## src/rtl/fetch_buffer.sv

```systemverilog
// -----------------------------------------------------------------------------
// fetch_buffer
//   Decouples the program counter from instruction memory and Decode. Fetch
//   requests are issued only while a credit is available, so every response
//   is guaranteed a free slot in the instruction queue. Responses return in
//   order and are paired with the PC recorded when the request fired. A flush
//   empties the queue and turns every in-flight request into one to discard.
//
// Ports
//   clk, rst_n                  clock, synchronous active-low reset
//   pc_valid, pc_in, pc_ready   fetch address handshake from the PC stage
//   imem_req_valid/addr/ready   request channel to instruction memory
//   imem_rsp_valid/data         in-order response channel from memory
//   flush                       redirect from Execute
//   dec_valid/instr/pc/ready    instruction handshake to Decode
//
// Parameter
//   DEPTH   queue depth and in-flight credit limit (power of two, 2..16)
//
// Optional feature macro
//   FETCH_BYPASS_EN   when defined, a live response arriving at an empty
//                     queue with Decode ready is forwarded in the same cycle
// -----------------------------------------------------------------------------
module fetch_buffer #(
   parameter int DEPTH = 4
) (
   input  logic        clk,
   input  logic        rst_n,
   input  logic        pc_valid,
   input  logic [31:0] pc_in,
   output logic        pc_ready,
   output logic        imem_req_valid,
   output logic [31:0] imem_req_addr,
   input  logic        imem_req_ready,
   input  logic        imem_rsp_valid,
   input  logic [31:0] imem_rsp_data,
   input  logic        flush,
   output logic        dec_valid,
   output logic [31:0] dec_instr,
   output logic [31:0] dec_pc,
   input  logic        dec_ready
);

   localparam int PW = (DEPTH > 1) ? $clog2(DEPTH) : 1;
   localparam int CW = PW + 1;
   // Wide enough to hold count+live+drop without wrapping.
   localparam int SW = PW + 3;

   typedef logic [PW-1:0] ptr_t;
   typedef logic [CW-1:0] cnt_t;

   cnt_t count_q, count_d;
   cnt_t live_q,  live_d;
   cnt_t drop_q,  drop_d;
   ptr_t wr_ptr_q, wr_ptr_d;
   ptr_t rd_ptr_q, rd_ptr_d;
   ptr_t pf_wr_q,  pf_wr_d;
   ptr_t pf_rd_q,  pf_rd_d;

   logic [31:0] q_instr_q [DEPTH];
   logic [31:0] q_pc_q    [DEPTH];
   logic [31:0] pf_pc_q   [DEPTH];

   logic          credit;
   logic          fire;
   logic          rsp_drop;
   logic          rsp_live;
   logic          bypass;
   logic          push;
   logic          pop;
   logic [SW-1:0] occupancy;

   always_comb begin
      occupancy      = SW'(count_q) + SW'(live_q) + SW'(drop_q);
      credit         = (occupancy < SW'(DEPTH));
      imem_req_valid = pc_valid & credit & ~flush & rst_n;
      imem_req_addr  = {pc_in[31:2], 2'b00};
      pc_ready       = imem_req_valid & imem_req_ready;
      fire           = pc_ready;

      // Discarding owed responses takes priority over accepting live ones.
      rsp_drop = imem_rsp_valid & (drop_q != '0);
      rsp_live = imem_rsp_valid & (drop_q == '0) & (live_q != '0);

`ifdef FETCH_BYPASS_EN
      bypass = rst_n & (count_q == '0) & rsp_live & dec_ready & ~flush;
`else
      bypass = 1'b0;
`endif

      push = rsp_live & ~flush & ~bypass;
      pop  = (count_q != '0) & dec_ready & ~flush;

      dec_valid = rst_n & ((count_q != '0) | bypass);
      dec_instr = '0;
      dec_pc    = '0;
      if (rst_n && (count_q != '0)) begin
         dec_instr = q_instr_q[rd_ptr_q];
         dec_pc    = q_pc_q[rd_ptr_q];
      end else if (bypass) begin
         dec_instr = imem_rsp_data;
         dec_pc    = pf_pc_q[pf_rd_q];
      end
   end

   always_comb begin
      count_d  = count_q;
      live_d   = live_q;
      drop_d   = drop_q;
      wr_ptr_d = wr_ptr_q;
      rd_ptr_d = rd_ptr_q;
      pf_wr_d  = pf_wr_q;
      pf_rd_d  = pf_rd_q;
      if (flush) begin
         // Every live request becomes one to discard; a response arriving
         // right now retires one of them immediately.
         count_d  = '0;
         live_d   = '0;
         drop_d   = drop_q + live_q - CW'(rsp_drop | rsp_live);
         wr_ptr_d = '0;
         rd_ptr_d = '0;
         pf_wr_d  = '0;
         pf_rd_d  = '0;
      end else begin
         count_d = count_q + CW'(push) - CW'(pop);
         live_d  = live_q + CW'(fire) - CW'(rsp_live);
         drop_d  = drop_q - CW'(rsp_drop);
         if (push)     wr_ptr_d = wr_ptr_q + PW'(1);
         if (pop)      rd_ptr_d = rd_ptr_q + PW'(1);
         if (fire)     pf_wr_d  = pf_wr_q + PW'(1);
         if (rsp_live) pf_rd_d  = pf_rd_q + PW'(1);
      end
   end

   always_ff @(posedge clk) begin
      if (!rst_n) begin
         count_q  <= '0;
         live_q   <= '0;
         drop_q   <= '0;
         wr_ptr_q <= '0;
         rd_ptr_q <= '0;
         pf_wr_q  <= '0;
         pf_rd_q  <= '0;
      end else begin
         count_q  <= count_d;
         live_q   <= live_d;
         drop_q   <= drop_d;
         wr_ptr_q <= wr_ptr_d;
         rd_ptr_q <= rd_ptr_d;
         pf_wr_q  <= pf_wr_d;
         pf_rd_q  <= pf_rd_d;
      end
   end

   // Storage carries no reset; outputs are masked while the queue is empty.
   always_ff @(posedge clk) begin
      if (push) begin
         q_instr_q[wr_ptr_q] <= imem_rsp_data;
         q_pc_q[wr_ptr_q]    <= pf_pc_q[pf_rd_q];
      end
      if (fire) begin
         pf_pc_q[pf_wr_q] <= pc_in;
      end
   end

endmodule

```

## config.mk

```make
export PLATFORM = sky130hd
export DESIGN_NAME = fetch_buffer
export DESIGN_NICKNAME = d
export VERILOG_FILES = /design/src/rtl/fetch_buffer.sv
export SDC_FILE = /design/constraint.sdc
export NUM_CORES = 1
export LEC_CHECK = 0
export ABC_AREA = 1
export CORE_ASPECT_RATIO = 2
export CORE_MARGIN = 5
export CORE_UTILIZATION = 40
export DETAILED_ROUTE_END_ITERATION = 7
export PLACE_DENSITY_LB_ADDON = 0.25
export SYNTH_ARGS = -nofsm -noshare
export SYNTH_HDL_FRONTEND = slang
export SYNTH_SLANG_ARGS = --single-unit
```

## constraint.sdc

```tcl
create_clock -name clk -period 7 [get_ports clk]
set_input_delay 1.75 -clock clk [delete_from_list [all_inputs] [get_ports clk]]
set_output_delay 1.75 -clock clk [all_outputs]
set_load 0.005 [all_outputs]
```

==> results by group <==
Global routing
  • First-pass GRT wire length: 56,030 µm
  • Vias in the first global route: a little over 10,000
  • Initial antenna violation count: 0
  • Largest net degree at the start of global routing: 87
  • Global Route Usage Sum: between 10% and 20%
  • Gr ovfl total: 0

Drt
  • Drt wl/cell: around 19 µm
  • Drt drc: 0
  • Vias post-DR: between 9,000 and 10,000
  • TritonRoute pass-1 iters: 5
  • Vias/cell: a little over 5
  • 1st-iter DRT viols: around 530
  • Routed Antenna Nets: 0
  • Final wirelength: between 30,000 and 40,000 µm

Placed design
  • Hpwl dp: 22,150 µm
  • Dpl cells: 1,890
  • Pre-CTS setup slack: 1.368 ns
  • Port Buffers: 167
  • DP Area: 18,130 µm²
  • Final Wtd Congestion: 0.7649

Floorplanning
  • Die Footprint: between 40,000 and 50,000 µm²
  • Row cnt: roughly 100
  • Die Y-Extent: 294.6 µm
  • Initial Utilization: 40.28%
  • # IOs: 170
  • Core area: around 40,000 µm²
  • Die width: 152.3 µm

Layout
  • NumNets Final: 1,493
  • Antenna cells: 0
  • Final Cell Area: 19,260 µm²
  • Layout cells sized above 1: under 10%
  • Area Overhead vs Synth: 18.94%
  • Non-filler cells in the finished layout: 1,951
  • Number of fill cells: 3,463

Clock tree
  • Root Driver: clkbuf_16
  • Postcts setup bufs: 0
  • CTS buffer count: 35
  • Post-cts sizing count: 0
  • # hold bufs at CTS: 0
  • H-tree depth: 2
  • CTS tree: done
  • CTS max path bufs: 3
  • # clock sinks: 405
  • Clock Pin Slew Worst Setup and Hold Paths: about 0.060 ns
  • Worst skew pair latency: between 0.5 and 0.6 ns

STA
  • Setup WS post-layout: around 1.4 ns
  • Relative slew slack: 26.30%
  • Slew @ Worst Pin: 1.103 ns
  • Tmin final: 5.580 ns
  • Clock Skew: 0.01062 ns
  • Final period util: 79.71%
  • Max Slew Vio Count: 0
  • Worst Hold Margin: 0.4788 ns
  • Final hold vios: 0
  • Unrepaired setup endpoints after global routing: no
  • Final Setup Violations: 0
  • Setup TNS: 0 ns
  • Fmax: 179.2 MHz

Synth
  • Seq/Total Area, Yosys: between 70 and 80%
  • Top FF cell, synth: edfxtp_1
  • Post-synthesis cell type count: 27
  • Top cell type's share of synthesized area: 71.19%
  • Yosys reg bits: 405
  • Mapped Cells: 1,278
  • Post-Syn Area: 16,200 µm²
  • Largest area contributor in the netlist: edfxtp_1
  • Post-Syn Area per Cell: 12.67 µm²
  • Most frequent cells after synthesis: edfxtp_1 (384), nor2_1 (344), o21ai_1 (120), o21ai_0 (80), a21oi_1 (73)
  • Top-count cell post-synth: edfxtp_1
  • Ys async rst share: 0%
  • Ys Warns: 0
  • Area contributors post-synth: edfxtp_1 (71%), nor2_1 (8.0%), o21ai_1 (3.7%)
  • Number of synthesized flops with an enable pin: 384

Worst hold path
  • Hold crit path type: reg2reg
  • Hold Startpoint: rd_ptr_q[1]$_SDFFE_PP0P_

Run status
  • Status: finished clean

Critical path
  • Largest stage delay, worst path: 0.53 ns
  • Setup crit start: rst_n
  • CP endpoint kind: primary output
  • Sequence of cells on the critical path: clkdlybuf4s50_1 -> inv_2 -> nor2_1 -> inv_2 -> buf_4 -> a21oi_1 -> clkdlybuf4s50_1
  • Crit-path max FO: 38
  • Arr. time, crit path: approximately 3.8 ns
  • Crit path kind: in2out
  • FF-to-FF Start: count_q[1]$_SDFF_PP0_
  • Required @ worst endpoint: about 5.3 ns
  • Reg2reg setup slack: 3.35 ns
  • Crit start category: input pin
  • CP max-delay cell: clkdlybuf4s50_1

Power and ir drop
  • Max rail drop VDD: 0.1611 mV
  • Pwr per Cell Area: approximately 250 nW/µm²
  • LEAKAGE: 0.006460 µW

Flow run
  • MaxCap Viol Count: 0
==> layout make-up <==
class / instances / area [µm²] / area share, %
inverter: 57 / 216.5 / 1.124
timing repair buffer: 180 / 1769 / 9.184
sequential: 405 / 11960 / 62.08
clock buffer: 47 / 993.5 / 5.157
tap: 530 / 663.1 / 3.442
multi-input combinational: 718 / 3525 / 18.30
clock inverter: 14 / 137.6 / 0.7144
==> worst paths after layout <==
check	end	cells after the start
hold / removal	flop	2
setup reg to reg	pf_pc_q[3][28]$_DFFE_PP_	9
setup / recovery	dec_pc[19]	7
hold reg to reg	flop	2
==> critical path, delay by kind of cell <==
family | cells | cell delay [ns]
buffers and inverters | 5 | 1.64
AO/OA/AOI/OAI | 1 | 0.22
AND/OR/NAND/NOR | 1 | 0.19
==> routing by layer <==
metal,wire [µm],vias to the layer above,GRT usage [%]
met3,1508,73,2.248
met1,13820,4885,17.77
met5,0,-,0
met4,1209,0,6.475
li1,-,4697,-
met2,19830,279,30.40
==> sequential cells by signal, indices dropped and copies added, names as in the netlist, named ones only <==
signal and count:
pf_wr_q 2, pf_rd_q 2, q_instr_q 128, drop_q 3, pf_pc_q 128, rd_ptr_q 2, count_q 3, q_pc_q 128
wr_ptr_q 2, live_q 3
==> kinds of logic after synthesis <==
logic type	after synthesis	synth area share, %
flops	405	73.79
buf+inv	156	4.844
xor+xnor	6	0.3244
other cells	1	0.02315
compound gates	305	9.672
simple gates	380	9.139
fa+ha+maj	25	2.209
==> through the flow <==
stage	total power, µW	util [%]
2_1_floorplan	2784	-
3_3_place_gp	2869	45.10
3_5_place_dp	2872	45.10
4_1_cts	4768	47.91
5_1_grt	4880	47.91
6_report	4724	47.91
==> placed cells by master, fill, tap and decap left out, drive strengths merged, types with 11 or more instances in the layout <==
cell             n
a21oi           73
buf             13
clkbuf          47
clkdlybuf4s50  167
clkinv          11
dfxtp           21
edfxtp         384
ha              19
inv             57
nand2           24
nor2           347
o21ai          200
o22ai           32
==> report_power, final <==
part	switching, µW	total, µW	internal [µW]
clock	803	1910	1110
combinational	79.2	158	78.9
sequential	5.03	2660	2650
total	887	4720	3840
No activity file was read; power rests on OpenSTA's default activity.
